$ cat src/rtl/cmd_pkg.sv
// Shared types and command-field constants for the host command link.
// Imported by the receiver and by the control sequencer.
package cmd_pkg;

    typedef enum logic [1:0] {
        ST_IDLE,
        ST_START,
        ST_DATA,
        ST_STOP
    } rx_state_t;

    // Command field decoded from cfg_data[19:18]
    localparam logic [1:0] CMD_STRT = 2'b00;
    localparam logic [1:0] CMD_RD   = 2'b01;
    localparam logic [1:0] CMD_WR   = 2'b10;
    localparam logic [1:0] CMD_XSET = 2'b11;

    function automatic logic [23:0] pack_frame(
        input logic [7:0] b0,
        input logic [7:0] b1,
        input logic [7:0] b2
    );
        return {b0, b1, b2};
    endfunction

endpackage

$ cat src/rtl/uart_rx_byte.sv
// 8N1 byte receiver: synchroniser, baud counter, bit FSM, shift register.
// Ports: clk, rst_n, rx in; byte_vld/byte_err strobes, byte_data, idle, fall out.
module uart_rx_byte
    import cmd_pkg::*;
#(
    parameter int BAUD_DIV = 2604
) (
    input  logic       clk,
    input  logic       rst_n,
    input  logic       rx,
    output logic       byte_vld,
    output logic [7:0] byte_data,
    output logic       byte_err,
    output logic       idle,
    output logic       fall
);

    localparam logic [15:0] HALF = 16'(BAUD_DIV / 2 - 1);
    localparam logic [15:0] FULL = 16'(BAUD_DIV - 1);

    rx_state_t   state;
    logic        rx_m;
    logic        rx_s;
    logic        rx_q;
    logic [15:0] cnt;
    logic [2:0]  bit_idx;
    logic [7:0]  sh;
    logic        tick;

    assign fall = !rx_s && rx_q;
    assign tick = (cnt == '0);
    assign idle = (state == ST_IDLE);

    // Strobes are decoded from the stop-sample cycle so the parent
    // can register the frame on that same edge.
    assign byte_vld  = (state == ST_STOP) && tick && rx_s;
    assign byte_err  = (state == ST_STOP) && tick && !rx_s;
    assign byte_data = sh;

    always_ff @(posedge clk or negedge rst_n) begin
        if (!rst_n) begin
            rx_m    <= 1'b1;
            rx_s    <= 1'b1;
            rx_q    <= 1'b1;
            state   <= ST_IDLE;
            cnt     <= '0;
            bit_idx <= '0;
            sh      <= '0;
        end else begin
            rx_m <= rx;
            rx_s <= rx_m;
            rx_q <= rx_s;
            unique case (state)
                ST_IDLE: begin
                    if (fall) begin
                        cnt   <= HALF;
                        state <= ST_START;
                    end
                end
                ST_START: begin
                    if (!tick) begin
                        cnt <= cnt - 16'd1;
                    end else if (rx_s) begin
                        state <= ST_IDLE;
                    end else begin
                        cnt     <= FULL;
                        bit_idx <= '0;
                        state   <= ST_DATA;
                    end
                end
                ST_DATA: begin
                    if (!tick) begin
                        cnt <= cnt - 16'd1;
                    end else begin
                        sh      <= {rx_s, sh[7:1]};
                        cnt     <= FULL;
                        bit_idx <= bit_idx + 3'd1;
                        if (bit_idx == 3'd7) begin
                            state <= ST_STOP;
                        end
                    end
                end
                ST_STOP: begin
                    if (!tick) begin
                        cnt <= cnt - 16'd1;
                    end else begin
                        state <= ST_IDLE;
                    end
                end
                default: state <= ST_IDLE;
            endcase
        end
    end

endmodule

$ cat src/rtl/cmd_rcv.sv
// Serial command receiver: assembles three UART bytes into cfg_data.
// Ports: clk, rst_n, rx, clr_rdy in; cfg_data, frm_rdy, frm_err out.
module cmd_rcv
    import cmd_pkg::*;
#(
    parameter int BAUD_DIV = 2604,
    parameter int GAP_BITS = 20
) (
    input  logic        clk,
    input  logic        rst_n,
    input  logic        rx,
    input  logic        clr_rdy,
    output logic [23:0] cfg_data,
    output logic        frm_rdy,
    output logic        frm_err
);

    localparam int GAP_CYC = GAP_BITS * BAUD_DIV;
    localparam int GAP_W   = $clog2(GAP_CYC + 1);

    logic             byte_vld;
    logic [7:0]       byte_data;
    logic             byte_err;
    logic             idle;
    logic             fall;
    logic [1:0]       byte_cnt;
    logic [7:0]       shadow [2];
    logic [GAP_W-1:0] gap_cnt;
    logic             gap_hit;

    uart_rx_byte #(
        .BAUD_DIV (BAUD_DIV)
    ) u_rx (
        .clk       (clk),
        .rst_n     (rst_n),
        .rx        (rx),
        .byte_vld  (byte_vld),
        .byte_data (byte_data),
        .byte_err  (byte_err),
        .idle      (idle),
        .fall      (fall)
    );

    assign gap_hit = (gap_cnt == GAP_W'(GAP_CYC - 1));

    always_ff @(posedge clk or negedge rst_n) begin
        if (!rst_n) begin
            cfg_data  <= '0;
            frm_rdy   <= 1'b0;
            frm_err   <= 1'b0;
            byte_cnt  <= '0;
            shadow[0] <= '0;
            shadow[1] <= '0;
            gap_cnt   <= '0;
        end else begin
            frm_err <= byte_err;
            // Completion below overrides this clear on the same edge.
            if (clr_rdy) begin
                frm_rdy <= 1'b0;
            end
            if (byte_err) begin
                byte_cnt <= '0;
            end else if (byte_vld) begin
                if (byte_cnt == 2'd2) begin
                    cfg_data <= pack_frame(shadow[0], shadow[1], byte_data);
                    frm_rdy  <= 1'b1;
                    byte_cnt <= '0;
                end else begin
                    shadow[byte_cnt[0]] <= byte_data;
                    byte_cnt <= byte_cnt + 2'd1;
                end
            end else if (gap_hit) begin
                byte_cnt <= '0;
            end
            // Gap timer only runs while a partial frame sits idle.
            if (fall || !idle || byte_cnt == 2'd0) begin
                gap_cnt <= '0;
            end else if (!gap_hit) begin
                gap_cnt <= gap_cnt + GAP_W'(1);
            end
        end
    end

endmodule

$ cat config.mk
export PLATFORM = sky130hd
export DESIGN_NAME = cmd_rcv
export DESIGN_NICKNAME = d
export VERILOG_FILES = /design/src/rtl/cmd_pkg.sv /design/src/rtl/uart_rx_byte.sv /design/src/rtl/cmd_rcv.sv
export SDC_FILE = /design/constraint.sdc
export NUM_CORES = 1
export LEC_CHECK = 0
export BUFFER_PORTS_ARGS = -buffer_cell sky130_fd_sc_hd__buf_2
export CORE_ASPECT_RATIO = 0.6
export CORE_MARGIN = 4
export CORE_UTILIZATION = 45
export DETAILED_ROUTE_END_ITERATION = 10
export GPL_TIMING_DRIVEN = 0
export RECOVER_POWER = 100
export SYNTH_ARGS = -nofsm -noshare
export SYNTH_HDL_FRONTEND = slang
export SYNTH_HIERARCHICAL = 1
export SYNTH_SLANG_ARGS = --single-unit
$ cat constraint.sdc
create_clock -name clk -period 3.7 [get_ports clk]
set_clock_uncertainty 0.15 [all_clocks]
set_input_delay 0.185 -clock clk [delete_from_list [all_inputs] [get_ports clk]]
set_output_delay 0.185 -clock clk [all_outputs]
set_load 0.01 [all_outputs]
* Yosys cells after proc, flatten, opt, wreduce, memory -nomap -nowiden
Cells that the tools add are included.
** Word-level totals
- Register bits after elaboration :: 92
- Output and inout port bits :: 26
- Logic and storage cells :: 88
** Operators by class
- Add/subtract/negate cells :: 4
- $lt $le $gt $ge :: 2
- Equal/unequal tests :: 15
- Muxes and demuxes :: 30
- Bitwise gates (word level) :: 3
- Reductions and logical operators :: 20
** Operator list (number)
- 16-bit 2-to-1 mux :: 7
- 16-bit one-hot mux with 4 select lines :: 1
- 2-bit 2-to-1 mux :: 10
- 16-bit by 1-bit adder with 16-bit output (second input constant) :: 1
- 16-bit bitwise mux :: 1
- 16-bit equality test (second input constant) :: 1
- 16-bit logical NOT :: 1
- 16-bit by 1-bit subtractor with 16-bit output (second input constant) :: 1
- 2-bit by 1-bit != test with 1-bit output (second input constant) :: 6
- 3-bit 2-to-1 mux :: 3
- 3-bit AND reduction :: 3
- 8-bit demux with 1-bit select :: 1
- 8-bit 2-to-1 mux :: 1
- 2-bit one-hot mux with 4 select lines :: 1
- 2-bit equality test (second input constant) :: 3
- 3-bit one-hot mux with 2 select lines :: 1
- 1-bit logical AND :: 5
- 5-bit AND reduction :: 1
- 2-bit logical NOT :: 2
- 1-bit 2-to-1 mux :: 4
- 2-bit != test (second input constant) :: 2
- 4-bit AND reduction :: 1
- 3-bit by 1-bit adder with 3-bit output (second input constant) :: 1
- 3-bit equality test (second input constant) :: 1
- other kinds (12) :: 15

* Depth between registers and ports, before layout
Gate-level depths: netlist of run 1.
- Depth in word-level cells :: 6
- Gate-level depth with buffers :: 9
- Mapped depth without buffers :: 8

* Modules after synthesis
Netlist of run 1, hierarchy kept.
** By module, submodules not included
- cmd_rcv :: instances 1, cells each 193, area each 2513.7 um^2, sequential area each 1501.4 um^2
- uart_rx_byte :: instances 1, cells each 202, area each 1808.0 um^2, sequential area each 804.5 um^2

* Least setup slack after synthesis of run 1
Ideal clock, no wire load.
- Kind :: register -> register
- Start point :: register u_rx.cnt[4]
- End point :: register cfg_data[10]
- Library setup time :: 0.125 ns
- Arrival :: 2.354 ns
- Required time :: 3.425 ns
- Setup slack :: 1.071 ns
- Cell stages (with the launch flop) :: 9
- Period minus slack after synthesis :: 2.629 ns
- Cell sequence :: dfrtp_1 > nor4_4 > nand4b_1 > nor2_1 > and3_1 > nor4bb_1 > clkbuf_1 > buf_2 > mux2_2
** RTL lines
- from (decl) :: RTL line uart_rx_byte.sv:25 : logic [15:0] cnt;
- from (signal assigned) :: RTL line uart_rx_byte.sv:62 : cnt <= cnt - 16'd1;
- from (signal assigned) :: RTL line uart_rx_byte.sv:73 : cnt <= cnt - 16'd1;
- from (signal assigned) :: RTL line uart_rx_byte.sv:85 : cnt <= cnt - 16'd1;
- 16-bit logical NOT :: RTL line uart_rx_byte.sv:31 : assign tick = (cnt == '0);
- 1-bit logical AND (2 in series) :: RTL line uart_rx_byte.sv:36 : assign byte_vld = (state == ST_STOP) && tick && rx_s;
- named net byte_vld :: RTL line cmd_rcv.sv:21 : logic byte_vld;
- 3-bit AND reduction (no source line)
- to (signal assigned) :: RTL line cmd_rcv.sv:65 : cfg_data <= pack_frame(shadow[0], shadow[1], byte_data);
- to (decl) :: RTL line cmd_rcv.sv:13 : output logic [23:0] cfg_data,
The timed path passes the listed nets, and every way through them passes these cells.
A chain may end at the register's enable or synchronous reset.

* Final worst setup path of run 1
- Start point :: register u_rx.cnt[4]
- End point :: register shadow[10] (netlist bit)
** RTL lines
- 16-bit logical NOT :: RTL line uart_rx_byte.sv:31
- 1-bit logical AND (2 in series) :: RTL line uart_rx_byte.sv:36
- named net byte_vld :: RTL line cmd_rcv.sv:21
- 3-bit AND reduction (no source line)
- to (signal, indexed assignment) :: RTL line cmd_rcv.sv:69 : shadow[byte_cnt[0]] <= byte_data;
- to (decl) :: RTL line cmd_rcv.sv:27 : logic [7:0] shadow [2];
The timed path passes the listed nets, and every way through them passes these cells.

==> impl_summary.log, run 1 <==
INFO  metric grt_setup_unrepaired = false
INFO  metric cp_required = 3.77 ns
INFO  metric syn_avg_cell_area = 10.9 sq um
INFO  metric dieArea = 11300 sq um
INFO  metric tns = 0 ns
INFO  metric critical_path_peak_fanout = 9
INFO  metric drv_slew = 30
INFO  metric post_route_cells_drive_above_1_share = 0.176
INFO  metric pin_count_of_the_biggest_net_entering_global_routing = between 60 and 70
INFO  metric maxUsedRoutingLayer = met4
INFO  metric drt_first_pass_iters = 5
INFO  metric post-synth-top-area-fraction = 0.515
INFO  metric initialDrtViolationCount = 263
INFO  metric io-pin-count = 30
INFO  metric final_setup_violating_endpoints = 0
INFO  metric routed_wirelength = 8.79 mm
INFO  metric combined_area_of_all_synthesized_cells = ~4300 sq um
INFO  metric static-leakage-power = 2.27 nW
INFO  metric port_buffers = 29
INFO  metric setup.worst_path.class = flip-flop to flip-flop
INFO  metric cp-end-kind = flip-flop
INFO  metric slew-limit-headroom = -0.111
INFO  metric p_r_area_growth_vs_syn = 13.4%
INFO  metric globalRoute.totalOverflow = 0
INFO  metric path_buf_inv = 0
INFO  metric final_antenna_net_count = 0
INFO  metric grt_use_total = 0.170
INFO  metric ys_async_sr_fraction = 1.00
INFO  metric antenna_found_initial = 0
INFO  metric hold_class = flip-flop to flip-flop
INFO  metric hold_violations = 0
INFO  metric critical-path-top-delay-family = simple AND/OR/NAND/NOR gates
INFO  metric detail_route.drc_violations = 0
INFO  metric ir_worst_vdd = 317 uV
INFO  metric stdcell_count = about 570
INFO  metric via_count_of_the_first_global_routing_pass = between 3000 and 4000
INFO  metric die_y = 83.9 microns
INFO  metric total_number_of_nets_in_the_final_design = approximately 450
INFO  metric synthTopCellsByArea = dfrtp_1, mux2_2, nand2_1
INFO  metric power.density = 588 nW/um^2
INFO  metric final_period_minus_worst_setup_slack = 3.24 ns
INFO  metric initial_core_utilization = 0.467
INFO  metric dp.cells = 555
INFO  metric cp-start-kind = flip-flop
INFO  metric clk_latency = approximately 0.34 ns
INFO  metric avgViaCountPerCell = 5.56
INFO  metric wl_met2 = between 3 and 4 mm
INFO  metric timing.fmax = 0.309 GHz
INFO  metric tritoncts = yes
INFO  metric cts_max_path_buffers = 2
INFO  metric grt_first_pass_wirelength = 15.4 mm
INFO  metric largest_stage_delay_on_the_critical_path = slightly above 1 ns
INFO  metric synth_top_cell_by_area = dfrtp_1
INFO  metric m1WireLength = 4.65 mm
INFO  metric launch_point_of_the_critical_path = u_rx/cnt[4]
INFO  metric synth_cells = about 400
INFO  metric wl_met3 = 451 microns
INFO  metric core = approximately 9000 sq um
INFO  metric worstMarginPinSlew = around 1.7 ns
INFO  metric postLayoutCoreUtil = 0.530
INFO  metric synth_seq_area_share = 0.534
INFO  metric htree_levels = 3
INFO  metric cts.root.buffer_cell = clkbuf_16
INFO  metric dp_hpwl = ~6.3 mm
INFO  metric timing.critical_path.arrival = ~3.3 ns
INFO  metric cap_violations = 1
INFO  metric power.total = about 2.9 mW
INFO  metric diodes = 0
INFO  metric post_drt_wl_per_cell = 15.3 microns
INFO  metric synthesis_stage_register_bit_count = 92
INFO  metric timing.rr.start = u_rx/cnt[4]
INFO  metric synth-warning-count = 6
INFO  metric failing_checks = max-capacitance violations, max-slew violations
INFO  metric routabilityCongestion = 0.862
INFO  metric numCtsBuffers = 9
INFO  metric synth_net_count = 408
INFO  metric synth_cell_types = 60
INFO  metric hp_start = u_rx/rx_m
INFO  metric crit_chain = nor4_4, nand4b_1, nor2_1, and3_1, nor4b_2, mux2_2
INFO  metric cts.reportedPaths.clkPinSlew = 0.06 ns
INFO  metric dieWidth = 135 microns
INFO  metric route.vias.total = 3193
INFO  metric floorplan.rows = 27
INFO  metric clkSinkCount = 92
INFO  metric run_status = finished with violations
INFO  metric dominantRegCellSynth = dfrtp_1
INFO  metric highest_delay_cell_along_the_critical_path = nor4b_2
INFO  metric hold_slack = approximately 0.21 ns
INFO  metric period_share = 0.875
INFO  metric number_of_flops_mapped_to_enable_cells_by_yosys = 0
[path summary, 6_finish.rpt]
path                            slack (ns)           to  depth (start not counted)
min in group asynchronous             0.67  gap_cnt[11]                          2
worst min register to register        0.21    u_rx/rx_s                          0
worst max register to register        0.46   shadow[10]                          6
worst max-delay path                  0.46   shadow[10]                          6
max in group asynchronous             1.67    u_rx/rx_s                          3
worst min-delay path                  0.21    u_rx/rx_s                          0
[worst register-to-register path, delay by kind of cell, from the launching register on]
| family | cells | cell delay [ns] |
|---|---|---|
| mux | 1 | 0.43 |
| simple gates | 5 | 2.10 |
| flops | 1 | 0.45 |
[synth_stat cells (all sizes together), types with 3 or more instances]
| cell | count |
|---|---|
| and4 | 3 |
| a21o | 6 |
| ha | 9 |
| dfrtp | 89 |
| nor3b | 3 |
| and3 | 5 |
| or4 | 3 |
| nor3 | 15 |
| nand3b | 4 |
| o21ai | 21 |
| nand4 | 8 |
| nand3 | 15 |
| nor2 | 27 |
| buf | 4 |
| nand2 | 49 |
| inv | 14 |
| nor4 | 5 |
| dfstp | 3 |
| mux2 | 40 |
| clkbuf | 4 |
| nor4b | 3 |
| a21oi | 17 |
| a31oi | 3 |
| xnor2 | 7 |
| or3 | 8 |
[power breakdown]
part | internal, mW | switching (mW)
combinational | 0.313 | 0.518
sequential | 1.09 | 0.111
clock | 0.475 | 0.372
[logic make-up (layout without fill, tap and decap cells)]
logic type / count (synthesis) / after routing / synth area share
flip-flops: 92 / 92 / 0.534
adder cells (fa/ha/maj): 9 / 9 / 0.0261
AND/OR/NAND/NOR: 159 / 159 / 0.201
AO/OA/AOI/OAI: 64 / 64 / 0.0935
buffers and inverters: 22 / 71 / 0.0234
multiplexers: 40 / 40 / 0.104
XOR/XNOR: 9 / 9 / 0.0182
[layout make-up]
cell class	count	area [sq um]
flip-flops and latches	92	2310
plain buffers	8	40.0
fillers	852	4350
inverters	14	52.6
multi-input cells	281	1900
well taps	130	163
clock inverters	5	32.5
clock buffers	11	243
repair buffers	33	169
[flip-flops by register name, summed over array words and instances (netlist names), named ones only]
register	cells
cfg_data	24
gap_cnt	16
shadow	16
u_rx/cnt	16
u_rx/byte_data	8
u_rx/bit_idx	3
byte_cnt	2
frm_err	1
frm_rdy	1
u_rx/rx_m	1
u_rx/rx_q	1
u_rx/rx_s	1
u_rx/state	1
[layer usage]
layer,up-vias,track usage
li1,1513,-
met1,1589,0.265
met2,79,0.230
met3,12,0.0464
met4,0,0.0453
met5,-,0
[cells in the final DEF, fill, tap and decap left out, types with 9 or more instances in the layout]
master | netlist | routed
clkbuf_16 | 0 | 9
nor3_1 | 15 | 15
dfrtp_1 | 89 | 89
clkbuf_1 | 3 | 33
o21ai_0 | 17 | 20
ha_1 | 9 | 9
nand3_1 | 15 | 15
inv_1 | 14 | 14
nand2_1 | 47 | 48
nor2_1 | 25 | 27
a21oi_1 | 17 | 17
mux2_2 | 40 | 39
[repair_timing]
action / 4_1_cts / 5_1_grt
gates resized for setup: 0 / 0
hold endpoints to repair: 31 / 0
hold buffers: 3 / 0
setup buffers: 0 / 0
[through the flow]
step	worst slack, ns	area (sq um)
2_1_floorplan	1.07	4320
3_3_place_gp	0.523	4630
3_5_place_dp	0.451	4660
4_1_cts	0.458	4960
5_1_grt	0.210	4900
6_report	0.463	4900
No activity file was read; power rests on OpenSTA's default activity.
==> run 2, diff against run 1 <==
Settings changed: PLACE_DENSITY set to 0.62.
==> run 2 against run 1 <==
  * The flow still finishes with violations (max-capacitance violations, max-slew violations)
  * First-iteration DRC count increased by 4.9%
  * Flip-flop and latch count did not move
  * Clock-buffer cell count unchanged
  * Final cell count unchanged
  * Core utilization is 0.22 points higher
  * Fmax grew 0.33%
  * Highest routed layer unchanged
==> impl_summary.log, run 2 (synthesized netlist as in run 1, its figures left out) <==
INFO  metric numCtsBuffers = 9 (unchanged)
INFO  metric p_int = 1.95 mW (+3.5%)
INFO  metric critical-path-top-delay-family = simple AND/OR/NAND/NOR gates
INFO  metric mostFrequentLayoutCells = dfrtp_1, nand2_1, mux2_2
INFO  metric io-pin-count = 30 (unchanged)
INFO  metric tritoncts = yes
INFO  metric detail_route.drc_violations = 0 (unchanged)
INFO  metric cp-end-kind = flip-flop
INFO  metric htree_levels = 3 (unchanged)
INFO  metric postLayoutCoreUtil = 0.532 (+0.00216)
INFO  metric port_buffers = 29 (unchanged)
INFO  metric drv_slew = 36 (+20%)
INFO  metric post_drt_wl_per_cell = 15.4 microns (+0.48%)
INFO  metric total_number_of_nets_in_the_final_design = 452 (unchanged)
INFO  metric routed_wirelength = 8.83 mm (+0.48%)
INFO  metric run_status = finished with violations
INFO  metric antenna_found_initial = 0 (unchanged)
INFO  metric crit_chain = nor4_4, nand4b_1, nor2_1, and3_1, nor4b_2, mux2_2
INFO  metric cp_required = 3.76 ns (about the same)
INFO  metric dieArea = 11300 sq um (unchanged)
INFO  metric floorplan.rows = 27 (unchanged)
INFO  metric diodes = 0 (unchanged)
INFO  metric largest_stage_delay_on_the_critical_path = 0.95 ns (-0.06 ns)
INFO  metric slew-limit-headroom = -0.328 (-0.217)
INFO  metric globalRoute.totalOverflow = 0 (unchanged)
INFO  metric via_count_of_the_first_global_routing_pass = 3110 (+2.5%)
INFO  metric path_buf_inv = 0 (unchanged)
INFO  metric cp-start-kind = flip-flop
INFO  metric hold_violations = 0 (unchanged)
INFO  metric dp_hpwl = 6.44 mm (+2.6%)
INFO  metric final_critical_path_setup_slack = 0.473 ns (+0.0105 ns)
INFO  metric static-leakage-power = 2.26 nW (-0.21%)
INFO  metric pin_count_of_the_biggest_net_entering_global_routing = 58 (-9.4%)
INFO  metric final_period_minus_worst_setup_slack = 3.23 ns (-0.0105 ns)
INFO  metric cts.root.buffer_cell = clkbuf_16
INFO  metric p_r_area_growth_vs_syn = 13.9%
INFO  metric stdcell_area = 4920 sq um (+0.41%)
INFO  metric tns = 0 ns (unchanged)
INFO  metric largest_register_ff_count = 24 (unchanged)
INFO  metric post_dp_cell_area = 4660 sq um (unchanged)
INFO  metric highest_delay_cell_along_the_critical_path = nor4b_2
INFO  metric power.total = 2.96 mW (+2.7%)
INFO  metric sw_frac_of_total = 0.341 (-0.00555)
INFO  metric share_comb_of_total_power = 0.283 (-0.005)
INFO  metric clkSinkCount = 92 (unchanged)
INFO  metric core = 9260 sq um (unchanged)
INFO  metric hold_slack = 0.216 ns (+0.00649 ns)
INFO  metric power.density = 601 nW/um^2 (+2.2%)
INFO  metric grt_setup_unrepaired = false
INFO  metric dp.cells = 555 (unchanged)
INFO  metric route.vias.total = 3159 (-1.1%)
INFO  metric top_register = cfg_data
INFO  metric final_antenna_net_count = 0 (unchanged)
INFO  metric drt_first_pass_iters = 4 (-1)
INFO  metric initial_core_utilization = 0.467 (unchanged)
INFO  metric stdcell_count = 574 (unchanged)
INFO  metric post_route_cells_drive_above_1_share = 0.176 (unchanged)
INFO  metric n_fill_cell = 851 (-0.12%)
INFO  metric routabilityCongestion = 0.851 (-1.3%)
INFO  metric final_setup_violating_endpoints = 0 (unchanged)
INFO  metric dieWidth = 135 microns (unchanged)
INFO  metric ir_worst_vdd = 460 uV (+45%)
INFO  metric worst-path-stages = 6 (unchanged)
INFO  metric cts.reportedPaths.clkPinSlew = 0.06 ns (about the same)
INFO  metric preCtsSetupSlack = 0.459 ns (+0.00765 ns)
INFO  metric avgViaCountPerCell = 5.50 (-1.1%)
INFO  metric grt_use_total = 0.170 (about the same)
INFO  metric die_y = 83.9 microns (unchanged)
INFO  metric hold_class = flip-flop to flip-flop
INFO  metric most_frequent_standard_cell_in_the_layout_excluding_fill_and_tap_cells = dfrtp_1
INFO  metric grt_first_pass_wirelength = 15.6 mm (+0.67%)
INFO  metric timing.critical_path.arrival = 3.29 ns (-0.02 ns)
INFO  metric period_share = 0.872 (-0.00285)
INFO  metric share_clk_of_total_power = 0.309 (+0.015)
INFO  metric rr_worst_depth = 6 (unchanged)
INFO  metric critical_path_peak_fanout = 9 (unchanged)
INFO  metric initialDrtViolationCount = 276 (+4.9%)
INFO  metric failing_checks = max-capacitance violations, max-slew violations
INFO  metric clk_latency = 0.33 ns (about the same)
INFO  metric setup.worst_path.class = flip-flop to flip-flop
INFO  metric timing.fmax = 0.310 GHz (+0.33%)
INFO  metric total_switching_power = 1.01 mW (+1.0%)
INFO  metric cap_violations = 1 (unchanged)
INFO  metric cts_post_setup_buffers_inserted = 0 (unchanged)
INFO  metric seq_power_share = 0.408 (-0.010)
INFO  metric cts_max_path_buffers = 2 (unchanged)
INFO  metric worstMarginPinSlew = 1.99 ns (+0.325 ns)
INFO  metric hold-path-cell-count = 0 (unchanged)
==> run 2: changes by cell type in the layout (fill, tap and decap cells not counted) <==
| cell | before | now |
|---|---|---|
| clkinv_2 | 3 | 1 |
| nand4_2 | 1 | 0 |
| mux2_2 | 39 | 40 |
| clkinvlp_4 | 0 | 2 |
| nand4_1 | 7 | 8 |
| mux2_1 | 1 | 0 |
| bufinv_16 | 0 | 1 |
| inv_6 | 2 | 1 |
==> run 2: power by group through the flow <==
stage	registers [mW]	clock network, mW	logic, mW
floorplan	1.19	0	0.648
global placement	1.22	0	0.833
global route	1.22	0.985	0.932
detailed placement	1.22	0	0.848
CTS	1.21	0.934	0.856
finish	1.21	0.916	0.837
==> run 2: area by class of cell <==
class,instances,area [sq um],share of cell area
timing repair buffer,33,169,0.0343
buffer,8,40.0,0.00813
clock inverter,5,58.8,0.0119
multi-input combinational,281,1890,0.384
inverter,14,52.6,0.0107
sequential,92,2310,0.468
tap,130,163,0.0330
clock buffer,11,243,0.0493
==> run 2: path summary, 6_finish.rpt <==
path	start	end	slack, ns
max	u_rx/cnt[4]	shadow[9]	0.47
min	u_rx/rx_m	u_rx/rx_s	0.22
max reg2reg	u_rx/cnt[4]	shadow[9]	0.47
min reg2reg	u_rx/rx_m	u_rx/rx_s	0.22
max in group asynchronous	rst_n	u_rx/byte_data[6]	1.44
min in group asynchronous	rst_n	gap_cnt[11]	0.81
==> run 2: repair_timing <==
| item | 4_1_cts | 5_1_grt |
|---|---|---|
| endpoints found under the hold margin | 37 | 0 |
| hold buffers | 3 | 0 |
| gates resized for setup | 0 | 0 |
==> run 2: routing by layer <==
metal  GRT usage  up-vias  wire, microns
met5           0        -              0
met4      0.0351        0             24
met1       0.267     1554           4720
met2       0.234       87           3610
met3      0.0434        2            474
li1            -     1516              -
